===== config.mk =====
export PLATFORM = sky130hd
export DESIGN_NAME = if_fetch_stage
export DESIGN_NICKNAME = d
export VERILOG_FILES = /design/src/rtl/if_fetch_stage.sv
export SDC_FILE = /design/constraint.sdc
export NUM_CORES = 1
export LEC_CHECK = 0
export ABC_AREA = 1
export BUFFER_PORTS_ARGS = -buffer_cell sky130_fd_sc_hd__buf_2
export CORE_ASPECT_RATIO = 0.6
export CORE_MARGIN = 2
export CORE_UTILIZATION = 60
export DETAILED_ROUTE_END_ITERATION = 8
export PLACE_DENSITY = 0.84
export REMOVE_ABC_BUFFERS = 1
export SETUP_SLACK_MARGIN = 0.4
export SLEW_MARGIN = 15
export SYNTH_ARGS = -nofsm -noshare
export SYNTH_HDL_FRONTEND = slang
export SYNTH_SLANG_ARGS = --single-unit

===== constraint.sdc =====
create_clock -name clk -period 4.88 [get_ports clk]
set_input_delay 0.244 -clock clk [delete_from_list [all_inputs] [get_ports clk]]
set_output_delay 0.244 -clock clk [all_outputs]
set_load 0.01 [all_outputs]

===== src/rtl/if_fetch_stage.sv =====
// Instruction-fetch stage: owns the fetch PC, issues in-order imem requests, buffers returned words for IF/ID.
// Optional build macro IF_MISALIGN_TRAP_EN adds the IFmisalign port and traps on misaligned redirect targets.
module if_fetch_stage #(
  parameter logic [31:0] RESET_PC   = 32'h0000_0000,
  parameter int unsigned FIFO_DEPTH = 2
) (
  input  logic        clk,
  input  logic        rst_n,
  input  logic        Dpc_ctrl,
  input  logic        redirect_valid,
  input  logic [31:0] redirect_pc,
  output logic        imem_req,
  output logic [31:0] imem_addr,
  input  logic        imem_gnt,
  input  logic        imem_rvalid,
  input  logic [31:0] imem_rdata,
  output logic        IFvalid,
  output logic [31:0] IFpc,
  output logic [31:0] IFinst
`ifdef IF_MISALIGN_TRAP_EN
  ,
  output logic        IFmisalign
`endif
);

  localparam int unsigned PTR_W = (FIFO_DEPTH > 1) ? $clog2(FIFO_DEPTH) : 1;
  localparam int unsigned CNT_W = PTR_W + 1;
  localparam int unsigned SUM_W = CNT_W + 1;

  typedef enum logic {S_BOOT = 1'b0, S_RUN = 1'b1} state_e;

  typedef struct packed {
    logic [31:0] pc;
    logic [31:0] inst;
  } fetch_entry_t;

  state_e           state_q, state_d;
  logic [31:0]      fetch_pc_q, fetch_pc_d;
  logic [CNT_W-1:0] out_q, out_d;
  logic [CNT_W-1:0] disc_q, disc_d;
  logic [CNT_W-1:0] cnt_q, cnt_d;
  logic [PTR_W-1:0] rd_ptr_q, rd_ptr_d, wr_ptr_q, wr_ptr_d;
  logic [PTR_W-1:0] tag_rd_q, tag_rd_d, tag_wr_q, tag_wr_d;
  fetch_entry_t     fifo_q [FIFO_DEPTH];
  logic [31:0]      tag_q  [FIFO_DEPTH];

  logic             accept_c, push_c, pop_c, credit_c, halt_c, live_rsp_c;
  logic [31:0]      target_c;
  fetch_entry_t     head_c;

`ifdef IF_MISALIGN_TRAP_EN
  logic misalign_q, misalign_d;

  assign target_c   = redirect_pc;
  assign halt_c     = misalign_q;
  assign misalign_d = redirect_valid ? (redirect_pc[1:0] != 2'b00) : misalign_q;
  assign IFmisalign = misalign_q;

  // Trap flag: set by a misaligned redirect, cleared by an aligned one.
  always_ff @(posedge clk or negedge rst_n) begin
    if (!rst_n) misalign_q <= 1'b0;
    else        misalign_q <= misalign_d;
  end
`else
  assign target_c = redirect_pc & ~32'h3;
  assign halt_c   = 1'b0;
`endif

  // Credit counts both in-flight requests (stale included) and buffered words.
  assign credit_c   = (SUM_W'(out_q) + SUM_W'(cnt_q)) < SUM_W'(FIFO_DEPTH);
  assign imem_req   = (state_q == S_RUN) && !redirect_valid && !halt_c && credit_c;
  assign imem_addr  = fetch_pc_q;
  assign accept_c   = imem_req && imem_gnt;
  assign live_rsp_c = imem_rvalid && (disc_q == '0);
  assign push_c     = live_rsp_c && !redirect_valid;
  assign pop_c      = IFvalid && !Dpc_ctrl && !redirect_valid;

  assign head_c  = fifo_q[rd_ptr_q];
  assign IFvalid = (cnt_q != '0);

  always_comb begin
    IFpc   = '0;
    IFinst = '0;
    if (IFvalid) begin
      IFpc   = head_c.pc;
      IFinst = head_c.inst;
    end
`ifdef IF_MISALIGN_TRAP_EN
    if (misalign_q) IFpc = fetch_pc_q;
`endif
  end

  // Next-state: FSM, PC, credit/discard counters, buffer and tag pointers.
  always_comb begin
    state_d    = state_q;
    fetch_pc_d = fetch_pc_q;
    out_d      = out_q + CNT_W'(accept_c) - CNT_W'(imem_rvalid);
    disc_d     = disc_q;
    cnt_d      = cnt_q + CNT_W'(push_c) - CNT_W'(pop_c);
    rd_ptr_d   = rd_ptr_q;
    wr_ptr_d   = wr_ptr_q;
    tag_rd_d   = tag_rd_q;
    tag_wr_d   = tag_wr_q;

    case (state_q)
      S_BOOT:  state_d = S_RUN;
      default: state_d = S_RUN;
    endcase

    if (accept_c) begin
      fetch_pc_d = fetch_pc_q + 32'd4;
      tag_wr_d   = tag_wr_q + PTR_W'(1);
    end
    if (imem_rvalid && (disc_q != '0)) disc_d = disc_q - CNT_W'(1);
    if (live_rsp_c) tag_rd_d = tag_rd_q + PTR_W'(1);
    if (push_c)     wr_ptr_d = wr_ptr_q + PTR_W'(1);
    if (pop_c)      rd_ptr_d = rd_ptr_q + PTR_W'(1);

    // Redirect wins: everything still in flight becomes stale.
    if (redirect_valid) begin
      fetch_pc_d = target_c;
      disc_d     = out_d;
      cnt_d      = '0;
      rd_ptr_d   = '0;
      wr_ptr_d   = '0;
      tag_rd_d   = '0;
      tag_wr_d   = '0;
    end
  end

  always_ff @(posedge clk or negedge rst_n) begin
    if (!rst_n) begin
      state_q    <= S_BOOT;
      fetch_pc_q <= RESET_PC;
      out_q      <= '0;
      disc_q     <= '0;
      cnt_q      <= '0;
      rd_ptr_q   <= '0;
      wr_ptr_q   <= '0;
      tag_rd_q   <= '0;
      tag_wr_q   <= '0;
    end else begin
      state_q    <= state_d;
      fetch_pc_q <= fetch_pc_d;
      out_q      <= out_d;
      disc_q     <= disc_d;
      cnt_q      <= cnt_d;
      rd_ptr_q   <= rd_ptr_d;
      wr_ptr_q   <= wr_ptr_d;
      tag_rd_q   <= tag_rd_d;
      tag_wr_q   <= tag_wr_d;
    end
  end

  // Fetch buffer and request-PC tag queue storage.
  always_ff @(posedge clk or negedge rst_n) begin
    if (!rst_n) begin
      for (int i = 0; i < int'(FIFO_DEPTH); i++) begin
        fifo_q[i] <= '0;
        tag_q[i]  <= '0;
      end
    end else begin
      if (push_c)   fifo_q[wr_ptr_q] <= '{pc: tag_q[tag_rd_q], inst: imem_rdata};
      if (accept_c) tag_q[tag_wr_q]  <= fetch_pc_q;
    end
  end

  a_rvalid_credit: assert property (@(posedge clk) disable iff (!rst_n)
    imem_rvalid |-> (out_q != '0));

endmodule


==> results.cfg, run 1 <==
[routing]
wl_per_cell_um = 15.7
drtPass1Iterations = 5
drcViolationCount = 0
vias = 9478
via_per_inst = 5.48
ant_nets = 0
drtIter0Drc = 1031
drt_wl_total_mm = 27.1

[placement]
routabilityCongestion = 0.983
port-buffer-count = 161
dp.cells = 1684
post-dp-hpwl_mm = 17.4

[setup_path]
slowest_stage = clkinv_1
cp-start-kind = register
cp_data_arrival_time_ps = 3170
crit_type = reg -> out
crit_fanout = 34
cp_slowest_stage_delay_ps = 1040
crit_path_end_kind = primary output
crit_chain = nor2_2 -> buf_4 -> clkinv_1 -> o21ai_0 -> a21oi_1 -> buf_2
required_ps = 4640

[timing]
min_period_ps = 3410
holdWs_ps = 11.7
worstMarginPinSlew_ps = 1180
period_share = 0.699
skew_ps = 12.9
fin_setup_tns_ps = 0
hold_violations = 0
rsz0062_at_grt = no
setup_viol = 0
final-max-slew-violation-count = 0
maxSlewHeadroom = 0.211
max_freq_ghz = 0.293

[floorplanning]
die_width_um = 177
rows = 37
initial_core_util = 0.621
die_y_um = 108
ios = 168
design.core.area_um2 = 17400
die_area_um2 = 19100

[clock_tree]
root_buffer = clkbuf_16
ctsLongestPathBuffers = 3
numCtsBuffers = 21
cts_tree = built
cts_resized = 0
cts_sinks = 225
path_clk_slew_ps = 60
worstSkewPairLatency_ps = 500
cts_max_level = 1

[finish]
final_nets = 1562
drive_gt1_frac = 0.159
num_antenna_cells = 0
layout.cells.non_filler = 1729
syn2layout_area_growth_pct = 14.2

[global_route]
antenna_found_initial = 0
grt_pass1_vias = 8805
grt_max_degree = 129
grt_usage = 0.293
grt.overflow.total = 0
grt_pass1_wl_mm = 44.7

[synthesis]
yosysUniqueCellTypes = 35
avgSynthCellArea_um2 = 7.97
syn_inst = 1354
seq_area_frac_synth = 0.522
yosys_warnings = 0
netlist_area_um2 = 10800
synth-seq-cells = 225

[job]
drv_cap = 0

[power]
internal-power_w = 0.00418
total_power_w = 0.00650
seq_power_share = 0.467
p_comb_frac = 0.298
p_sw_frac = 0.357
switchingPower_w = 0.00232
power_density_nw_per_um2 = 528
pwr-share-clk = 0.235
peakVddDrop_mv = 0.298
leakage_nw = 6.26

[worst_hold_path]
hp-class = in -> reg

[run_status]
status = finished clean
[metrics by stage]
step	utilization	setup WS, ps	instance area, um^2
after floorplan	-	1660	10400
after global placement	0.667	2060	11600
after detailed placement	0.667	2020	11600
after CTS	0.709	1830	12300
after global routing	0.709	1360	12300
final	0.709	1470	12300
[timing repair]
item / 4_1_cts / 5_1_grt
hold buffers: 12 / 0
endpoints found under the hold margin: 108 / 0
setup buffers: 0 / 0
[cell usage in the layout (no fill, tap or decap), drive strengths merged]
cell           n
nand4          2
fa             1
clkinv         6
nor2          83
xnor2          4
dfrtp        225
nand3         48
inv          131
clkbuf        29
o21ai        212
a21oi         66
a31oi         30
dlygate4sd3   12
buf          169
ha             6
o221ai         1
conb           5
o211ai         6
and2           2
xor2           4
nor3           5
nand2        448
[worst paths after layout]
path / from / to / slack [ps] / cells after the start
max: cnt_q[1] / IFpc[3] / 1470 / 6
min: imem_rdata[31] / fifo_q[95] / 10 / 3
max reg2reg: cnt_q[0] / imem_addr[14] / 1920 / 9
min reg2reg: fifo_q[66] / fifo_q[66] / 480 / 2
max in group asynchronous: rst_n / fifo_q[104] / 3380 / 3
min in group asynchronous: rst_n / fifo_q[89] / 360 / 2
[area by class of cell]
type,count,area [um^2]
Clock buffer,29,596
Clock inverter,4,23.8
Multi-Input combinational cell,923,4260
Tap cell,234,293
Fill cell,1438,5050
Sequential cell,225,5630
Inverter,133,504
Timing Repair Buffer,181,1010
[layer usage]
layer  vias to the layer above  wire length (um)  GRT usage
met1                      4481             12500      0.448
met3                        38              2340     0.0512
met5                         -                 0          0
met2                       371             11900      0.441
met4                         0               413     0.0584
li1                       4588                 -          -
[power by group through the flow]
stage	Combinational [W]	Sequential, W	Clock, W
6_report	0.00194	0.00303	0.00153
5_1_grt	0.00224	0.00313	0.00162
4_1_cts	0.00194	0.00302	0.00153
3_5_place_dp	0.00192	0.00305	0
3_3_place_gp	0.00183	0.00302	0
2_1_floorplan	0.00128	0.00300	0
[state kept, by name (all words and copies together), names as in the netlist]
| signal | cells |
|---|---|
| cnt_q | 2 |
| disc_q | 2 |
| imem_addr | 30 |
| out_q | 2 |
| rd_ptr_q | 1 |
| state_q | 1 |
| tag_wr_q | 1 |
| fifo_q | 124 |
| tag_rd_q | 1 |
| wr_ptr_q | 1 |
| tag_q | 60 |
[critical path, delay by kind of cell, from the launching register on]
kind	cells	cell delay [ps]
AO/OA/AOI/OAI	2	470
buffers and inverters	3	1640
flip-flops	1	430
AND/OR/NAND/NOR	1	90
[kinds of logic (layout without fill, tap and decap cells)]
kind of cell / count (synthesis) / after routing / share of synthesized area
other cells: 2 / 5 / 0.000696
xor+xnor: 8 / 8 / 0.00650
flops: 225 / 225 / 0.522
fa+ha+maj: 7 / 7 / 0.00882
buf+inv: 209 / 347 / 0.0845
simple gates: 588 / 588 / 0.219
compound gates: 315 / 315 / 0.158
[Yosys cell counts]
master      n  area [um^2]
clkbuf_2    2         10.0
o21ai_1    38          190
buf_6       9          101
inv_4       2         12.5
buf_2      23          115
nor2_1     75          282
buf_1       1         3.75
clkinv_1    1         3.75
a21oi_1    66          330
fa_1        1         20.0
xnor2_1     4         35.0
nand3_4     1         17.5
nand4_1     1         6.26
nand2_1   445         1670
o221ai_1    1         8.76
nand3_1    47          235
nor3_1      5         25.0
xor2_1      4         35.0
nand4_4     1         21.3
nand2_4     2         22.5
a31oi_1    30          188
o21ai_2    20          175
buf_4       6         45.0
nor2_4      3         33.8
inv_1     128          480
conb_1      2         7.51
and2_1      2         12.5
dfrtp_1   225         5630
nor2_2      5         31.3
ha_1        6         75.1
clkbuf_1   35          131
o211ai_1    6         45.0
inv_2       2         7.51
o21ai_0   154          771
nand2_2     1         6.26
Power figures use the tool's default switching activity.
==> run 2, diff against run 1 <==
--- a/config.mk
+++ b/config.mk
@@ -5,13 +5,13 @@
 export SDC_FILE = /design/constraint.sdc
 export NUM_CORES = 1
 export LEC_CHECK = 0
-export ABC_AREA = 1
+export ABC_AREA = 0
 export BUFFER_PORTS_ARGS = -buffer_cell sky130_fd_sc_hd__buf_2
 export CORE_ASPECT_RATIO = 0.6
 export CORE_MARGIN = 2
-export CORE_UTILIZATION = 60
+export CORE_UTILIZATION = 57
 export DETAILED_ROUTE_END_ITERATION = 8
-export PLACE_DENSITY = 0.84
+export PLACE_DENSITY = 0.8
 export REMOVE_ABC_BUFFERS = 1
 export SETUP_SLACK_MARGIN = 0.4
 export SLEW_MARGIN = 15
==> constraint.sdc (replaced) <==
create_clock -name clk -period 3.4 [get_ports clk]
set_input_delay 0.17 -clock clk [delete_from_list [all_inputs] [get_ports clk]]
set_output_delay 0.17 -clock clk [all_outputs]
set_load 0.01 [all_outputs]
==> run 2 against run 1 <==
Against the previous run: synthesized cell count shrank 32%; critical path type is now reg -> reg; combinational power grew 51%; hold slack gained 120 ps; first-iteration DRC count shrank 56%.
==> results.cfg, run 2 <==
[global_route]
grt_max_degree = 112
grt_pass1_vias = 7467
grt_usage = 0.257
grt_pass1_wl_mm = 38.9
antenna_found_initial = 0
grt.overflow.total = 0

[timing]
skew_ps = 7.35
period_share = 0.812
setup_viol = 0
worstMarginPinSlew_ps = 1050
min_period_ps = 2760
final-max-slew-violation-count = 0
max_freq_ghz = 0.362
maxSlewHeadroom = 0.302
holdWs_ps = 136
rsz0062_at_grt = no
hold_violations = 0

[routing]
via_per_inst = 5.61
drtIter0Drc = 458
drcViolationCount = 0
ant_nets = 0
drt_wl_total_mm = 24.5
drtPass1Iterations = 4
wl_per_cell_um = 17.9
vias = 7698

[power]
leakage_nw = 5.79
pwr-share-clk = 0.259
switchingPower_w = 0.00318
p_sw_frac = 0.318
internal-power_w = 0.00683
total_power_w = 0.0100
peakVddDrop_mv = 0.430
p_comb_frac = 0.293
seq_power_share = 0.448
power_density_nw_per_um2 = 781

[clock_tree]
cts_tree = built
ctsLongestPathBuffers = 3
cts_sinks = 225
path_clk_slew_ps = 70
cts_setup_buffers = 0
numCtsBuffers = 22
worstSkewPairLatency_ps = 510
cts_hold_buf = 64
root_buffer = clkbuf_16
cts_max_level = 1
cts_resized = 0

[setup_path]
crit_type = reg -> reg
cp_data_arrival_time_ps = 3180
endpoint = imem_addr[17]
crit_path_end_kind = register
critPathBufInv = 1
regToRegEndpoint = imem_addr[17]
crit_fanout = 26
reg2reg_depth = 7
r2r-start = cnt_q[0]
slowest_stage = or4_1
cp_slowest_stage_delay_ps = 610
crit_chain = and2_1 -> fa_1 -> and4bb_1 -> buf_4 -> nand4_4 -> or4_1 -> a31oi_1
startpoint = cnt_q[0]
required_ps = 3820
cp.depth = 7
cp-start-kind = register
path_delay_family = simple AND/OR/NAND/NOR gates
r2r_slack_ps = 640

[finish]
layout.cells.non_filler = 1371
final_common_cell = dfrtp_1
largest-register = fifo_q
largest_register_ffs = 124
syn2layout_area_growth_pct = 23.2
drive_gt1_frac = 0.307
num_antenna_cells = 0
final_nets = 1193
final_cell_mix = 223 x dfrtp_1, 160 x buf_2, 122 x mux2_2
nFillCells = 1332

[worst_hold_path]
hp-class = in -> reg

[synthesis]
yosys_warnings = 0
synth_top_area_cell = dfrtp_1
ys_top_cells_by_area = dfrtp_1 54%, mux2_2 13%, mux2i_1 8.9%
avgSynthCellArea_um2 = 11.4
netlist_area_um2 = 10400
synth_top_flop_cell = dfrtp_1
synth_edf_count = 0
synthArstFlopShare = 1.00
yosysMostFrequentCell = dfrtp_1
seq_area_frac_synth = 0.541
synth-seq-cells = 225
yosysUniqueCellTypes = 47
synth_common_cells = 225 x dfrtp_1, 122 x mux2_2, 121 x nor2_1
synth.top_cell.area_share = 0.541
syn_inst = 915

[job]
drv_cap = 0

[floorplanning]
design.core.area_um2 = 18000
initial_core_util = 0.579
ios = 168
die_area_um2 = 19400
die_width_um = 178
rows = 38
die_y_um = 109

[placement]
routabilityCongestion = 0.819
post-dp-hpwl_mm = 15.7
port-buffer-count = 161
dp.cells = 1268

[run_status]
status = finished clean
run 2: cell count changes after synthesis, sizes merged, moves of 10 or more:
cell	change
nand3	-33
o21ai	-163
nor2	+38
buf	-10
or4	+10
mux2i	+93
mux2	+122
nand2	-387
a31oi	-14
nand4	+12
inv	-124
a21oi	-33
run 2: cell type report:
cell class | instances | area (um^2) | area share
sequential | 225 | 5640 | 0.439
multi-input combinational | 618 | 4470 | 0.349
timing repair buffer | 241 | 1610 | 0.126
clock buffer | 29 | 638 | 0.0498
tap | 240 | 300 | 0.0234
clock inverter | 10 | 133 | 0.0103
inverter | 8 | 30.0 | 0.00234
run 2: power groups by stage:
| stage | sequential, W | clock, W | combinational [W] |
|---|---|---|---|
| 2_1_floorplan | 0.00434 | 0 | 0.00211 |
| 3_3_place_gp | 0.00445 | 0 | 0.00277 |
| 3_5_place_dp | 0.00452 | 0 | 0.00288 |
| 4_1_cts | 0.00448 | 0.00264 | 0.00296 |
| 5_1_grt | 0.00463 | 0.00274 | 0.00325 |
| 6_report | 0.00449 | 0.00259 | 0.00293 |
run 2: worst min-delay path by stage:
stage | endpoint | cells after the start | startpoint | slack [ps]
2_1_floorplan | cnt_q[0] | 0 | rst_n | -130
3_3_place_gp | fifo_q[18] | 1 | rst_n | 290
3_5_place_dp | fifo_q[4] | 1 | rst_n | 290
4_1_cts | out_q[1] | 3 | imem_rvalid | 120
5_1_grt | out_q[1] | 3 | imem_rvalid | 150
6_report | out_q[1] | 3 | imem_rvalid | 140
run 2: logic make-up (layout without fill, tap and decap cells):
| kind of cell | Yosys count | after routing | share of synthesized area |
|---|---|---|---|
| other cells | 2 | 5 | 0.000721 |
| fa+ha+maj | 7 | 7 | 0.00913 |
| buf+inv | 75 | 288 | 0.0321 |
| mux | 215 | 215 | 0.221 |
| compound gates | 117 | 117 | 0.0636 |
| simple gates | 259 | 259 | 0.120 |
| flops | 225 | 225 | 0.541 |
| xor+xnor | 15 | 15 | 0.0126 |
run 2: metal layers:
| layer | up-vias | GRT usage | wire length, um |
|---|---|---|---|
| met5 | - | 0 | 0 |
| met4 | 0 | 0.0557 | 310 |
| met3 | 27 | 0.0464 | 1300 |
| met2 | 190 | 0.408 | 11200 |
| met1 | 3844 | 0.376 | 11600 |
| li1 | 3637 | - | - |
run 2: tightest hold or removal path, stage by stage:
cell and delay [ps]:
buf_2 150, ha_1 180, xnor2_1 90
run 2: through the flow:
step / TNS (ps) / utilization / setup slack, ps / instance area [um^2]
2_1_floorplan: -217220 / - / -3280 / 10100
3_3_place_gp: 0 / 0.635 / 779 / 11400
3_5_place_dp: 0 / 0.635 / 676 / 11400
4_1_cts: 0 / 0.714 / 639 / 12800
5_1_grt: 0 / 0.714 / 500 / 12800
6_report: 0 / 0.714 / 640 / 12800
